File: config.mk
export PLATFORM = sky130hd
export DESIGN_NAME = robot_controller
export DESIGN_NICKNAME = d
export VERILOG_FILES = /design/src/rtl/robot_controller.sv
export SDC_FILE = /design/constraint.sdc
export NUM_CORES = 1
export LEC_CHECK = 0
export ABC_AREA = 1
export BUFFER_PORTS_ARGS = -buffer_cell sky130_fd_sc_hd__buf_2
export CAP_MARGIN = 20
export CORE_MARGIN = 2
export CORE_UTILIZATION = 40
export DETAILED_ROUTE_END_ITERATION = 10
export GPL_TIMING_DRIVEN = 0
export SLEW_MARGIN = 40
export SYNTH_ARGS = -nofsm -noshare
export SYNTH_HDL_FRONTEND = slang
export SYNTH_SLANG_ARGS = --single-unit
File: constraint.sdc
create_clock -name clk -period 1.6 [get_ports clk]
set_input_delay 0.24 -clock clk [delete_from_list [all_inputs] [get_ports clk]]
set_output_delay 0.24 -clock clk [all_outputs]
set_load 0.01 [all_outputs]
File: src/rtl/robot_controller.sv
// robot_controller: wall-following maze robot FSM with rubble clearing and trap detection.
// Latency: sensors sampled every posedge clk; motion outputs decode from the state register one cycle later.
// Backpressure: none; the robot issues one action per cycle, and TRAPPED halts it until reset.
//
// Ports:
//   clk        - divided clock, all logic on its rising edge
//   reset      - synchronous, active-high; returns to IDLE and clears all saved context
//   head       - 1 = wall directly ahead
//   left       - 1 = wall on the left side
//   under      - 1 = rubble in the current cell (highest priority while moving)
//   advance    - move forward one cell (SEARCH, FOLLOW)
//   turn_right - rotate clockwise (ROT_R)
//   turn_left  - rotate counter-clockwise (TURN_L)
//   remove     - clear rubble (REMOVE)
//   trapped    - robot halted, no progress possible (TRAPPED)
//   state      - current state code, debug only
module robot_controller #(
  parameter int unsigned max_turns = 4
) (
  input  logic       clk,
  input  logic       reset,
  input  logic       head,
  input  logic       left,
  input  logic       under,
  output logic       advance,
  output logic       turn_right,
  output logic       turn_left,
  output logic       remove,
  output logic       trapped,
  output logic [2:0] state
);

  typedef enum logic [2:0] {
    S_IDLE    = 3'b000,
    S_SEARCH  = 3'b001,
    S_FOLLOW  = 3'b010,
    S_ROT_R   = 3'b011,
    S_TURN_L  = 3'b100,
    S_REMOVE  = 3'b101,
    S_TRAPPED = 3'b110
  } state_t;

  // Counter value at which one more blocked right turn means the robot is boxed in.
  localparam logic [2:0] TRAP_CNT = 3'(max_turns - 1);

  state_t     state_q, state_d;
  state_t     ret_q, ret_d;   // where to resume once rubble is cleared
  logic [2:0] cnt_q, cnt_d;   // number of ROT_R cycles already repeated in this rotation run

  always_ff @(posedge clk) begin
    if (reset) begin
      state_q <= S_IDLE;
      ret_q   <= S_IDLE;
      cnt_q   <= 3'd0;
    end else begin
      state_q <= state_d;
      ret_q   <= ret_d;
      cnt_q   <= cnt_d;
    end
  end

  always_comb begin
    state_d = state_q;
    ret_d   = ret_q;
    cnt_d   = cnt_q;

    case (state_q)
      S_IDLE: begin
        state_d = S_SEARCH;
      end

      S_SEARCH: begin
        if (under) begin
          state_d = S_REMOVE;
          ret_d   = S_SEARCH;
        end else if (left) begin
          state_d = S_FOLLOW;
        end else if (head) begin
          state_d = S_ROT_R;
        end
      end

      S_FOLLOW: begin
        if (under) begin
          state_d = S_REMOVE;
          ret_d   = S_FOLLOW;
        end else if (!left) begin
          state_d = S_TURN_L;
        end else if (head) begin
          state_d = S_ROT_R;
        end
      end

      S_TURN_L: begin
        if (under) begin
          state_d = S_REMOVE;
          ret_d   = S_TURN_L;
        end else begin
          state_d = S_SEARCH;
        end
      end

      S_ROT_R: begin
        if (under) begin
          // Rubble interrupts the rotation; the count is kept so the
          // remaining turn budget survives the detour.
          state_d = S_REMOVE;
          ret_d   = S_ROT_R;
        end else if (!head) begin
          state_d = left ? S_FOLLOW : S_SEARCH;
        end else if (cnt_q == TRAP_CNT) begin
          state_d = S_TRAPPED;
        end else begin
          state_d = S_ROT_R;
          cnt_d   = cnt_q + 3'd1;
        end
      end

      S_REMOVE: begin
        if (!under) begin
          state_d = ret_q;
        end
      end

      S_TRAPPED: begin
        state_d = S_TRAPPED;
      end

      default: begin
        // Unused code 111 recovers to IDLE.
        state_d = S_IDLE;
      end
    endcase

    // Any forward-moving state starts a fresh rotation budget.
    if (state_d == S_SEARCH || state_d == S_FOLLOW) begin
      cnt_d = 3'd0;
    end
  end

  always_comb begin
    advance    = 1'b0;
    turn_right = 1'b0;
    turn_left  = 1'b0;
    remove     = 1'b0;
    trapped    = 1'b0;
    case (state_q)
      S_SEARCH,
      S_FOLLOW:  advance    = 1'b1;
      S_ROT_R:   turn_right = 1'b1;
      S_TURN_L:  turn_left  = 1'b1;
      S_REMOVE:  remove     = 1'b1;
      S_TRAPPED: trapped    = 1'b1;
      default:   ;
    endcase
  end

  assign state = state_q;

endmodule

* Word-level counts from Yosys, hierarchy flattened
Cells that the tools add are included.
** Storage, ports and cells
- Output and inout bits :: 8
- Bits of input ports :: 5
- Register bits :: 9
** Operators by class
- Multiplexer cells :: 22
- Bitwise logic cells :: 2
- Equal/unequal tests :: 13
- Reduce and logical (&&, ||, !) cells :: 7
- Add/subtract/negate cells :: 1
** Operators with widths (count)
- $mux 3 :: 14
- $pmux 3 s7 :: 1
- $eq 3x2->1 const B :: 4
- $pmux 3 s4 :: 1
- $eq 3x3->1 const B :: 3
- $ne 2x2->1 const B :: 4
- $eq 3x1->1 const B :: 2
- $mux 1 :: 5
- $reduce_and 5->1 :: 1
- $reduce_and 4->1 :: 1
- $reduce_bool 4->1 :: 1
- $reduce_or 2->1 :: 2
- $add 3x1->3 const B :: 1
- $logic_not 3->1 :: 1
- $mux 2 :: 1
- $not 1->1 :: 2
- $logic_or 1x1->1 :: 1

* Longest topological paths before layout
- Depth in word-level cells :: 8
- Gate-level depth with buffers :: 13

* Least setup slack after synthesis
OpenSTA, ideal clock, no wires.
- Kind :: register -> register
- From :: reg cnt_q[0]
- To :: reg cnt_q[1]
- Library setup time :: 109 ps
- Data arrival time :: 1285 ps
- Setup slack :: 206 ps
- Stages on the path, launching flop included :: 13
- Path buffers :: 0
- Cell sequence :: dfxtp_1 ha_1 ha_1 inv_1 nand2_1 nand3_1 nand2_4 nand2_2 nor2_4 nand2_1 nand3_2 nand2_1 inv_1
** Between the ends
- Word-level cells in the longest chain between the ends :: 8
- Elaborated cells on any way between the ends :: 12
** RTL lines
- start: declaration :: line 48 : logic [2:0] cnt_q, cnt_d;
- start signal: assignment :: line 58 : cnt_q <= cnt_d;
- $eq 3x2->1 :: line 111 : end else if (cnt_q == TRAP_CNT) begin
- $mux 3 :: line 111
- $mux 3 :: line 109 : end else if (!head) begin
- $mux 3 :: line 104 : if (under) begin
- $pmux 3 s7 :: line 67 : case (state_q)
- $eq 3x1->1 / $eq 3x2->1 (equally long branches) :: line 136 : if (state_d == S_SEARCH || state_d == S_FOLLOW) begin
- $logic_or 1x1->1 :: line 136
- $reduce_or 2->1 (no source line)
Parallel ways exist; a longest one is shown, timed or not.
A chain may end at the register's enable or synchronous reset.

* Worst setup path after layout
- From :: reg state_q[1], in the netlist state[1]
- To :: out advance
** Between the ends
- Word-level cells in the longest chain between the ends :: 3
- Elaborated cells on any way between the ends :: 4
** RTL lines
- start: declaration :: line 46 : state_t state_q, state_d;
- start signal: assignment :: line 56 : state_q <= state_d;
- $eq 3x1->1 / $eq 3x2->1 (equally long branches) :: line 147 : case (state_q)
- $reduce_or 2->1 * :: line 147
- $mux 1 * :: line 147
- end: declaration :: line 25 : output logic advance,
Mark *: on every way between the ends. The rest lies on a longest branch, timed or not.

==> results.sh <==
export IMPL_path_clk_slew_ns=0.05
export IMPL_hp_class="input port to flop"
export IMPL_synth_top_family_by_area="simple AND/OR/NAND/NOR gates"
export IMPL_cp_start_kind="flop"
export IMPL_fin_area_um2=851
export IMPL_dieWidth_um=46.7
export IMPL_grt_pass1_vias=519
export IMPL_drtIter0Drc=10
export IMPL_crit_path_top_delay_cell="dfxtp_1"
export IMPL_cap_viol_max_count=0
export IMPL_start_util_pct=42.2
export IMPL_synth_distinct_cells=25
export IMPL_max_clock_freq_mhz=655
export IMPL_die_y_um=46.7
export IMPL_cts_inserted_buffers=3
export IMPL_cts_sinks=9
export IMPL_vias=665
export IMPL_finalSetupViolCount=0
export IMPL_clk_latency_ns=0.25
export IMPL_layout_nets=130
export IMPL_dr_pass1_iters=4
export IMPL_yosys_register_bits=9
export IMPL_place_ws_ns=0.100
export IMPL_final_util_pct=49.3
export IMPL_row_count=15
export IMPL_diodes=0
export IMPL_cp_top_family="simple AND/OR/NAND/NOR gates"
export IMPL_core_area_um2=1730
export IMPL_drc=0
export IMPL_synthCells=107
export IMPL_post_route_period_util_pct=95.5
export IMPL_worst_clock_skew_ns=0.00733
export IMPL_endpoint_kind="primary output"
export IMPL_path_cells="buf_6 -> nand2_4 -> nor2_2 -> or2_2 -> buf_2"
export IMPL_synth_mux_area_fraction_pct=0
export IMPL_placed_area_um2=815
export IMPL_grt_antenna_before_repair=0
export IMPL_overflow=0
export IMPL_post_cts_buffers=0
export IMPL_finalHoldViolations=0
export IMPL_io_buffers=11
export IMPL_die_area_um2=2180
export IMPL_ant_nets=0
export IMPL_synth_nets=114
export IMPL_p_total_mw=0.628
export IMPL_globalplace_congestion=0.845
export IMPL_arrival_ns=1.29
export IMPL_tns_ns=0
export IMPL_io_pins=13
export IMPL_report_final_slew_viol_count=0
export IMPL_netlist_area_um2=728
export IMPL_grt_pass1_wl_um=2330
export IMPL_timing_final_ws_setup_ns=0.0724
export IMPL_grt_max_degree=11
export IMPL_crit_required_ns=1.36
export IMPL_synthXorXnorAreaFrac_pct=1.20
export IMPL_cts_hold_buf=0
export IMPL_areaGrowthSynthToFinish_pct=16.8
export IMPL_ys_seq_area_share_pct=24.7
export IMPL_wl_per_cell_um=9.42
export IMPL_fill_cells=179
export IMPL_wl_um=1390
export IMPL_cellPowerDensity_nw_per_um2=738
export IMPL_fin_cells=147
export IMPL_run_status="complete, no violations"
export IMPL_tightest_slew_ns=0.194
export IMPL_regArea_um2=185
export IMPL_synth_compound_area_share_pct=8.25
export IMPL_max_stage_delay_ns=0.33
export IMPL_grt_total_usage_pct=15.3
export IMPL_ir_worst_vdd_mv=0.481
export IMPL_fin_hold_ws_ns=0.226
export IMPL_synth_fa_ha_area_share_pct=3.44
export IMPL_yosysWarnings=0
export IMPL_placed_cells=143
export IMPL_root_buffer="clkbuf_4"
export IMPL_leakage_nw=0.434
export IMPL_period_needed_ns=1.53
export IMPL_crit_buf_inv=2
export IMPL_synth_simple_gate_area_share_pct=46.9
export IMPL_ctsLongestPathBuffers=2
export IMPL_cts_tree="built"
export IMPL_cp_max_fo=10
export IMPL_rsz0062_at_grt="no"
export IMPL_crit_type="flop to primary output"
export IMPL_h_tree_depth=1
export IMPL_dp_hpwl_um=1080
export IMPL_via_per_inst=4.52
export IMPL_final_layout_size_suffix_gt1_share_pct=32.0
export IMPL_multi_input_area_um2=440
export IMPL_slew_headroom_pct=87.0
export IMPL_avgSynthCellArea_um2=6.81
-- state kept, by name, summed over array words and instances, names as in the netlist --
register,cells
state,3
ret_q,3
cnt_q,3
-- area by class of cell --
cell class                      instances  share of cell area, %
Sequential cell                         9                   21.8
Multi-Input combinational cell         76                   51.8
Clock buffer                            4                   3.09
Tap cell                               25                   3.68
Buffer                                  3                   3.97
Timing Repair Buffer                   11                   6.47
Inverter                               19                   9.26
-- cells by family (layout without fill, tap and decap cells) --
kind of cell | after synthesis | count (layout)
AOI/OAI and AO/OA | 12 | 12
and+or+nand+nor | 61 | 61
buffers and inverters | 22 | 37
xor gates and xnor gates | 1 | 1
adders and majority gates | 2 | 2
DFF | 9 | 9
-- layout by cell type, fill, tap and decap left out, types with 2 or more instances in the layout --
cell type / n
nand2_1: 28
inv_1: 15
buf_2: 11
nand3_1: 7
o21ai_0: 7
dfxtp_1: 7
nor2_1: 5
a21oi_1: 5
buf_6: 3
nand2_4: 3
nand3_2: 3
nand2_2: 3
clkbuf_4: 3
nor2_4: 2
nor3_1: 2
inv_2: 2
nand4_1: 2
ha_1: 2
-- report_power, final --
group	switching, mW	internal, mW	leakage [nW]
clock	0.0698	0.0955	0.0150
sequential	0.0129	0.237	0.0745
combinational	0.130	0.0817	0.344
-- Yosys cell counts --
master | count | area share [%]
nand3_1 | 8 | 5.5
nand2_2 | 3 | 2.6
o21ai_0 | 7 | 4.8
nor3_1 | 2 | 1.4
nor2_2 | 1 | 0.86
inv_2 | 1 | 0.51
nand4_2 | 1 | 1.7
or2_2 | 1 | 0.86
nand2_4 | 3 | 4.6
nand3_2 | 2 | 2.7
inv_4 | 1 | 0.86
nor2_8 | 1 | 2.7
xnor2_1 | 1 | 1.2
and2_4 | 1 | 1.2
nor2_1 | 5 | 2.6
a21oi_1 | 5 | 3.4
nand2_1 | 28 | 14
dfxtp_1 | 9 | 25
nand4_1 | 2 | 1.7
nor2_4 | 2 | 3.1
and2_1 | 1 | 0.86
inv_1 | 16 | 8.2
inv_6 | 1 | 1.2
buf_6 | 3 | 4.6
ha_1 | 2 | 3.4
-- routing by layer --
layer,vias up,share of wire [%],global-route usage (%)
li1,363,-,-
met1,293,51,21.3
met2,9,46,21.4
met3,0,2.2,4.71
met4,0,0,6.67
met5,-,0,0
-- worst paths after layout --
kind | slack, ns | from | end | depth (start not counted)
max | 0.07 | state[1]$_SDFF_PP0_ | advance | 5
min | 0.23 | reset | ret_q[1]$_SDFFE_PP0P_ | 2
max reg2reg | 0.15 | cnt_q[0]$_SDFFE_PP0P_ | cnt_q[1]$_SDFFE_PP0P_ | 12
min reg2reg | 0.46 | ret_q[1]$_SDFFE_PP0P_ | ret_q[1]$_SDFFE_PP0P_ | 2
-- repair_timing --
| item | in CTS | in global routing |
|---|---|---|
| hold endpoints to repair | 0 | 0 |
| gates resized for setup | 1 | 4 |
| cloned | 0 | 0 |
| endpoints found under the setup margin | 1 | 4 |
| pin swaps | 0 | 0 |
Note: power is estimated with default switching activity, not from simulation.
